===== src/rtl/dram_arbiter.sv =====
// Two-requester arbiter for the CPU-side DRAM FIFO port, with an in-order tag FIFO that routes read responses.
// Define DRAM_ARB_ROUND_ROBIN_EN for round-robin grants; the default build uses fixed priority (requester 0 first).
module dram_arbiter #(
    parameter int ADDR_W      = 27,
    parameter int DATA_W      = 128,
    parameter int OUTSTANDING = 4
) (
    input  logic              sys_clk,
    input  logic              rst,

    input  logic              r0_valid,
    output logic              r0_ready,
    input  logic              r0_we,
    input  logic [ADDR_W-1:0] r0_addr,
    input  logic [DATA_W-1:0] r0_wdata,
    output logic              r0_rvalid,
    input  logic              r0_rready,

    input  logic              r1_valid,
    output logic              r1_ready,
    input  logic              r1_we,
    input  logic [ADDR_W-1:0] r1_addr,
    input  logic [DATA_W-1:0] r1_wdata,
    output logic              r1_rvalid,
    input  logic              r1_rready,

    output logic [DATA_W-1:0] r_rdata,

    output logic              req_valid,
    input  logic              req_ready,
    output logic              req_we,
    output logic [ADDR_W-1:0] req_addr,
    output logic [DATA_W-1:0] req_wdata,

    input  logic              rsp_valid,
    output logic              rsp_ready,
    input  logic [DATA_W-1:0] rsp_rdata,

    output logic              orphan_err
);

    localparam int IDX_W = $clog2(OUTSTANDING);
    localparam int PTR_W = IDX_W + 1;

    // Handshake: a transfer happens on any rising edge where valid and ready are both high.

    logic              req_valid_q, req_valid_d;
    logic              req_we_q, req_we_d;
    logic [ADDR_W-1:0] req_addr_q, req_addr_d;
    logic [DATA_W-1:0] req_wdata_q, req_wdata_d;
    logic              last_q, last_d;
    logic              orphan_q, orphan_d;
    logic [PTR_W-1:0]  wr_ptr_q, wr_ptr_d;
    logic [PTR_W-1:0]  rd_ptr_q, rd_ptr_d;
    logic              tag_q [OUTSTANDING];

    logic fifo_full, fifo_empty, head_tag;
    logic elig0, elig1, gnt0, gnt1;
    logic slot_free, accept, sel, sel_we, push, pop;

    // Extra pointer MSB separates full from empty once the write pointer has wrapped.
    assign fifo_empty = (wr_ptr_q == rd_ptr_q);
    assign fifo_full  = (wr_ptr_q[IDX_W] != rd_ptr_q[IDX_W]) &&
                        (wr_ptr_q[IDX_W-1:0] == rd_ptr_q[IDX_W-1:0]);
    assign head_tag   = tag_q[rd_ptr_q[IDX_W-1:0]];

    always_comb begin
        elig0 = r0_valid && (r0_we || !fifo_full);
        elig1 = r1_valid && (r1_we || !fifo_full);
        gnt0  = 1'b0;
        gnt1  = 1'b0;
`ifdef DRAM_ARB_ROUND_ROBIN_EN
        if (elig0 && elig1) begin
            gnt0 = last_q;
            gnt1 = !last_q;
        end else begin
            gnt0 = elig0;
            gnt1 = elig1;
        end
`else
        gnt0 = elig0;
        gnt1 = elig1 && !elig0;
`endif
    end

    assign slot_free = !req_valid_q || req_ready;
    assign r0_ready  = gnt0 && slot_free;
    assign r1_ready  = gnt1 && slot_free;
    assign accept    = r0_ready || r1_ready;
    assign sel       = r1_ready;
    assign sel_we    = sel ? r1_we : r0_we;
    assign push      = accept && !sel_we;

    // With no read outstanding the port swallows stray words so dram_buf never blocks.
    always_comb begin
        r0_rvalid = 1'b0;
        r1_rvalid = 1'b0;
        rsp_ready = 1'b1;
        if (!fifo_empty) begin
            r0_rvalid = rsp_valid && !head_tag;
            r1_rvalid = rsp_valid && head_tag;
            rsp_ready = head_tag ? r1_rready : r0_rready;
        end
    end

    assign pop     = !fifo_empty && rsp_valid && rsp_ready;
    assign r_rdata = rsp_rdata;

    always_comb begin
        req_valid_d = req_valid_q;
        req_we_d    = req_we_q;
        req_addr_d  = req_addr_q;
        req_wdata_d = req_wdata_q;
        last_d      = last_q;
        orphan_d    = orphan_q || (fifo_empty && rsp_valid);
        wr_ptr_d    = push ? wr_ptr_q + 1'b1 : wr_ptr_q;
        rd_ptr_d    = pop ? rd_ptr_q + 1'b1 : rd_ptr_q;
        if (accept) begin
            req_valid_d = 1'b1;
            req_we_d    = sel_we;
            req_addr_d  = sel ? r1_addr : r0_addr;
            req_wdata_d = sel ? r1_wdata : r0_wdata;
            last_d      = sel;
        end else if (req_ready) begin
            req_valid_d = 1'b0;
        end
    end

    always_ff @(posedge sys_clk or posedge rst) begin
        if (rst) begin
            req_valid_q <= 1'b0;
            req_we_q    <= 1'b0;
            req_addr_q  <= '0;
            req_wdata_q <= '0;
            last_q      <= 1'b1;
            orphan_q    <= 1'b0;
            wr_ptr_q    <= '0;
            rd_ptr_q    <= '0;
        end else begin
            req_valid_q <= req_valid_d;
            req_we_q    <= req_we_d;
            req_addr_q  <= req_addr_d;
            req_wdata_q <= req_wdata_d;
            last_q      <= last_d;
            orphan_q    <= orphan_d;
            wr_ptr_q    <= wr_ptr_d;
            rd_ptr_q    <= rd_ptr_d;
        end
    end

    // Tag storage needs no reset: entries are only read between push and pop.
    always_ff @(posedge sys_clk) begin
        if (push) begin
            tag_q[wr_ptr_q[IDX_W-1:0]] <= sel;
        end
    end

    assign req_valid  = req_valid_q;
    assign req_we     = req_we_q;
    assign req_addr   = req_addr_q;
    assign req_wdata  = req_wdata_q;
    assign orphan_err = orphan_q;

endmodule

===== config.mk =====
export PLATFORM = sky130hd
export DESIGN_NAME = dram_arbiter
export DESIGN_NICKNAME = d
export VERILOG_FILES = /design/src/rtl/dram_arbiter.sv
export SDC_FILE = /design/constraint.sdc
export NUM_CORES = 1
export LEC_CHECK = 0
export ABC_CLOCK_PERIOD_IN_PS = 5100
export BUFFER_PORTS_ARGS = -buffer_cell sky130_fd_sc_hd__buf_4
export CORE_AREA = 2 2 286 288
export CTS_CLUSTER_SIZE = 25
export DETAILED_ROUTE_END_ITERATION = 7
export DIE_AREA = 0 0 288 290
export PLACE_DENSITY_LB_ADDON = 0.1
export SETUP_SLACK_MARGIN = 0.02
export SLEW_MARGIN = 20
export SYNTH_ARGS = -nofsm -noshare
export SYNTH_HDL_FRONTEND = slang
export SYNTH_SLANG_ARGS = --single-unit

===== constraint.sdc =====
create_clock -name sys_clk -period 5.1 [get_ports sys_clk]
set_input_delay 0 -clock sys_clk [delete_from_list [all_inputs] [get_ports sys_clk]]
set_output_delay 0 -clock sys_clk [all_outputs]
set_load 0.01 [all_outputs]

# Yosys cells after proc, flatten, opt, wreduce, memory -nomap -nowiden
# Memories as Yosys holds them, arrays and structs flattened.
# Cells that the tools add are included.
# W data, S select, Z words.
[op_classes] n_addsub=2 multipliers=0 div=0 order_cmp=0 eq_ne=3 n_shift=0 muxes=11 n_bitwise=0 n_reduce_logical=24
[ops] op="$mux W128" n=1
[ops] op="$mux W27" n=1
[ops] op="$logic_and A1 B1 Y1" n=12
[ops] op="$mux W1" n=9
[ops] op="$add A3 B1 Y3 const B" n=2
[ops] op="$logic_not A1 Y1" n=6
[ops] op="$logic_or A1 B1 Y1" n=5
[ops] op="$eq A3 B3 Y1" n=1
[ops] op="$eq A2 B2 Y1" n=1
[ops] op="$reduce_bool A2 Y1" n=1
[ops] op="$ne A1 B1 Y1" n=1
[totals] ff_bits=164 latch_bits=0 ramBits=4 mem_bits_ro=0 in_bits=448 out_inout_bits=291 word_cells=48 n_memories=1
[mem_list] memory="tag_q" depth=4 width=1 read_ports=1 rd_ports_with_merged_regs=0 write_ports=1 line_no="55" source="logic tag_q [OUTSTANDING];"

# Logic depth before layout (Yosys ltp)
[logic_depth] word_depth=13 mapped_depth=6 mapped_depth_nobuf=4

# Least setup slack after synthesis
# No wires, ideal clock.
[synth_path] kind="register -> register" start="reg rd_ptr_q[0]" end="reg req_addr_q[0] (netlist: req_addr[0])" setup_ns=0.126 arrival_time_ns=1.761 required_time_ns=4.974 path_slack_ns=3.213 path_stages_with_launch=7 n_path_buf=2 period_less_slack_ns=1.887 cell_sequence="dfrtp_1 xnor2_1 a41oi_2 clkbuf_1 clkbuf_1 and3_1 a221o_1"
[synth_via] elab_chain_len=9 elab_cells_between_ends=13 classes_between="eq/ne: 1; mux: 1; reduce/logical: 11"
[synth_lines] item="from (decl)" line_no="54" source="logic [PTR_W-1:0] rd_ptr_q, rd_ptr_d;"
[synth_lines] item="from (signal assigned)" line_no="147" source="rd_ptr_q <= rd_ptr_d;"
[synth_lines] item="$eq A2 B2 Y1 *" line_no="64" source="(wr_ptr_q[IDX_W-1:0] == rd_ptr_q[IDX_W-1:0]);"
[synth_lines] item="$logic_and A1 B1 Y1 *" line_no="63" source="assign fifo_full = (wr_ptr_q[IDX_W] != rd_ptr_q[IDX_W]) &&"
[synth_lines] item="$logic_not A1 Y1 *" line_no="68, 69"
[synth_lines] item="$logic_or A1 B1 Y1" line_no="68" source="elig0 = r0_valid && (r0_we || !fifo_full);"
[synth_lines] item="$logic_and A1 B1 Y1" line_no="68"
[synth_lines] item="$logic_not A1 Y1" line_no="82" source="gnt1 = elig1 && !elig0;"
[synth_lines] item="$logic_and A1 B1 Y1" line_no="82"
[synth_lines] item="$logic_and A1 B1 Y1" line_no="88" source="assign r1_ready = gnt1 && slot_free;"
[synth_lines] item="$mux W27 / $logic_or A1 B1 Y1 (equally long branches)" line_no="121, 89"
[synth_lines] item="to (signal assigned)" line_no="142" source="req_addr_q <= req_addr_d;"
[synth_lines] item="to (decl)" line_no="49" source="logic [ADDR_W-1:0] req_addr_q, req_addr_d;"
# Every way passes the cells marked *; elsewhere a longest branch is shown, timed or not.
# A chain may end at the register's enable or synchronous reset.

# Worst setup path after layout
[layout_path] start="reg wr_ptr_q[1]" end="reg req_wdata_q[76] (netlist: req_wdata[76])"
[layout_via] elab_chain_len=9 elab_cells_between_ends=13 classes_between="eq/ne: 1; mux: 1; reduce/logical: 11"
[layout_lines] item="from (decl)" line_no="53" source="logic [PTR_W-1:0] wr_ptr_q, wr_ptr_d;"
[layout_lines] item="from (signal assigned)" line_no="146" source="wr_ptr_q <= wr_ptr_d;"
[layout_lines] item="$eq A2 B2 Y1 *" line_no="64"
[layout_lines] item="$logic_and A1 B1 Y1 *" line_no="63"
[layout_lines] item="$logic_not A1 Y1 *" line_no="68, 69"
[layout_lines] item="$logic_or A1 B1 Y1" line_no="68"
[layout_lines] item="$logic_and A1 B1 Y1" line_no="68"
[layout_lines] item="$logic_not A1 Y1" line_no="82"
[layout_lines] item="$logic_and A1 B1 Y1" line_no="82"
[layout_lines] item="$logic_and A1 B1 Y1" line_no="88"
[layout_lines] item="$mux W128 / $logic_or A1 B1 Y1 (equally long branches)" line_no="122, 89"
[layout_lines] item="to (signal assigned)" line_no="143" source="req_wdata_q <= req_wdata_d;"
[layout_lines] item="to (decl)" line_no="50" source="logic [DATA_W-1:0] req_wdata_q, req_wdata_d;"
# Marks and branches as above.

==> run_results.csv <==
group,metric,value,unit
clocking,clk_pin_slew_worst_paths,0.08,ns
status,outcome,"completed",
setup_path,cp_max_fo,158,
synth,syn_area,8460,µm²
synth,ys_warn_count,0,
placed_design,pre_cts_slack,2.32,ns
floorplan,ioPinCount,739,
floorplan,die-area,83500,µm²
pwr,ir_worst_vdd,0.245,mV
timing,min_period,3.29,ns
placed_design,post_dp_cell_area,12300,µm²
timing,finalSetupTns,0,ns
synth,synthArstFlopShare,0.976,
floorplan,initial_core_util,0.106,
final_layout,fin_nets,1808,
global_routing,grt_max_degree,159,
clocking,clockBufferDepth,2,
timing,final_max_slew_viol_count,0,
timing,hold_violations,0,
floorplan,core,80200,µm²
synth,ys_seq_area_frac,0.499,
timing,clock-skew-final,0.0219,ns
setup_path,worstSetupStartpointType,"flop",
routing,drtIter0Drc,295,
timing,rsz0062_at_grt,"no",
final_layout,drive_above_1_share,0.390,
floorplan,die_width,288,µm
global_routing,grt_overflow,0,
clocking,htreeDepth,4,
timing,timing.hold.ws,0.00000393,ns
clocking,clock_latency,0.49,ns
synth,synth_edf_count,4,
setup_path,cp.arrival,3.65,ns
global_routing,grt_pass1_wl,66600,µm
synth,synth.cells.most_frequent,"164 x dfrtp_1, 156 x and3_1, 155 x a221o_1, 129 x buf_4, 36 x clkbuf_1",
synth,ys_ff_latch,168,
final_layout,area_growth,89.3,%
final_layout,n_fill_cell,8944,
synth,ys.flop_type,"dfrtp_1",
setup_path,cp.required,5.46,ns
clocking,post_cts_resize_count,0,
clocking,root_buffer,"clkbuf_16",
flow_run,cap_violations,0,
clocking,cts_tree,"yes",
final_layout,post-route-cell-area,16000,µm²
setup_path,endpoint_kind,"flop",
global_routing,antenna_found_initial,2,
routing,wl,46800,µm
synth,synthDistinctLibCells,34,
routing,ant_nets,0,
placed_design,hpwl,31900,µm
timing,tightest_slew,0.905,ns
synth,avgSynthCellArea,11.7,µm²
routing,remaining_drc_errors,0,
routing,vias,8738,
timing,min_period_over_period,0.646,
synth,synth.most_common_cell,"dfrtp_1",
setup_path,max_stage_delay,0.56,ns
timing,timing.final.ws_setup,1.81,ns
clocking,cts_made_buffers,17,
placed_design,io_buffers,482,
synth,syn_inst,725,
floorplan,die_h,290,µm
routing,dr.pass1.iters,4,
synth,synth_top_cell_area_share,0.485,
global_routing,grt_usage,0.109,
placed_design,routabilityCongestion,0.715,
synth,synthTopCellsByArea,"dfrtp_1 48%, a221o_1 18%, and3_1 12%",
clocking,cts.sinks,168,
setup_path,crit_top_cell,"buf_12",
setup_path,path_cells,"xnor2_1, a41oi_4, buf_12, a22oi_2, buf_12, a221o_1, dlygate4sd3_1",
synth,synthesis.nets,1178,
synth,yosysTopAreaCell,"dfrtp_1",
timing,timing.slew.headroom,0.397,
pwr,powerDensity,437,nW/µm²
routing,via_per_inst,3.60,
setup_path,slowest_stage,"dlygate4sd3_1",
timing,max_freq,0.304,GHz
global_routing,grt_pass1_vias,9635,
min_path,hold_class,"in2out",
setup_path,crit_type,"reg2reg",
pwr,leakage,0.00780,µW
routing,post_drt_wl_per_cell,19.2,µm
final_layout,final_util,0.200,
timing,setup_viol,0,
floorplan,row_count,104,
path summary, 6_finish.rpt:
kind | start | end | slack [ns] | depth (start not counted)
max in group asynchronous | rst | req_wdata[92] | 3.73 | 4
hold reg to reg | orphan_err | orphan_err | 0.50 | 1
hold / removal | rsp_rdata[124] | r_rdata[124] | 0.000004 | 0
min in group asynchronous | rst | req_wdata[44] | 0.24 | 3
setup reg to reg | wr_ptr_q[1] | req_wdata[76] | 1.81 | 7
setup / recovery | wr_ptr_q[1] | req_wdata[76] | 1.81 | 7
sequential cells by signal (all words and copies together) (netlist names):
signal / cells
req_addr: 27
req_valid: 1
tag_q: 4
req_wdata: 128
req_we: 1
rd_ptr_q: 3
wr_ptr_q: 3
orphan_err: 1
logic make-up after synthesis:
group	synth area share
and+or+nand+nor	0.128
muxes	0.00650
DFF	0.499
adders and majority gates	0.00739
xor gates and xnor gates	0.00828
buffers and inverters	0.160
AOI/OAI and AO/OA	0.191
worst max-delay path: cells and delay by family (launching register included):
| kind | cells | cell delay, ns |
|---|---|---|
| buffers and inverters | 3 | 1.28 |
| AOI/OAI and AO/OA | 3 | 1.00 |
| DFF | 1 | 0.45 |
| xor gates and xnor gates | 1 | 0.25 |
routing by layer:
metal / GRT usage / vias to the layer above / part of all wire
met5: 0 / - / 0
met4: 0.0417 / 0 / 0.026
met3: 0.0470 / 72 / 0.10
met2: 0.195 / 413 / 0.51
met1: 0.112 / 4334 / 0.36
li1: - / 3919 / -
placed cells by master (no fill, tap or decap), types with 2 or more instances in the layout:
cell type	n
buf_4	487
dlygate4sd3_1	315
dfrtp_1	164
and3_1	156
a221o_1	155
clkbuf_16	18
inv_1	7
inv_8	6
ha_1	5
buf_12	5
xnor2_1	4
xor2_1	4
and2_1	4
edfxtp_1	4
a21oi_1	3
clkinv_8	3
diode_2	2
nand2_1	2
nor2_1	2
inv_6	2
clkinv_4	2
power breakdown:
part | total (µW) | switching (µW) | internal [µW]
logic | 3380 | 1380 | 2010
clock network | 1420 | 734 | 686
registers | 2200 | 346 | 1850
total | 7000 | 2460 | 4550
final cells by class:
class | instances | area [µm²] | area share
Multi-Input combinational cell | 353 | 2920 | 0.182
Clock buffer | 18 | 450 | 0.0281
Antenna cell | 2 | 5.00 | 0.000312
Inverter | 8 | 37.5 | 0.00234
Timing Repair Buffer | 807 | 6910 | 0.431
Clock inverter | 14 | 153 | 0.00953
Sequential cell | 168 | 4220 | 0.264
Tap cell | 1060 | 1330 | 0.0828
through the flow:
step / instances / total power (µW)
2_1_floorplan: 725 / 3490
5_1_grt: 2429 / 7510
4_1_cts: 2428 / 7160
3_5_place_dp: 2081 / 4890
6_report: 2430 / 7000
3_3_place_gp: 2081 / 4900
repair_timing:
item | 4_1_cts | 5_1_grt
hold buffers | 315 | 0
buffers inserted | 0 | 0
hold endpoints to repair | 245 | 0
Power figures use the tool's default switching activity.
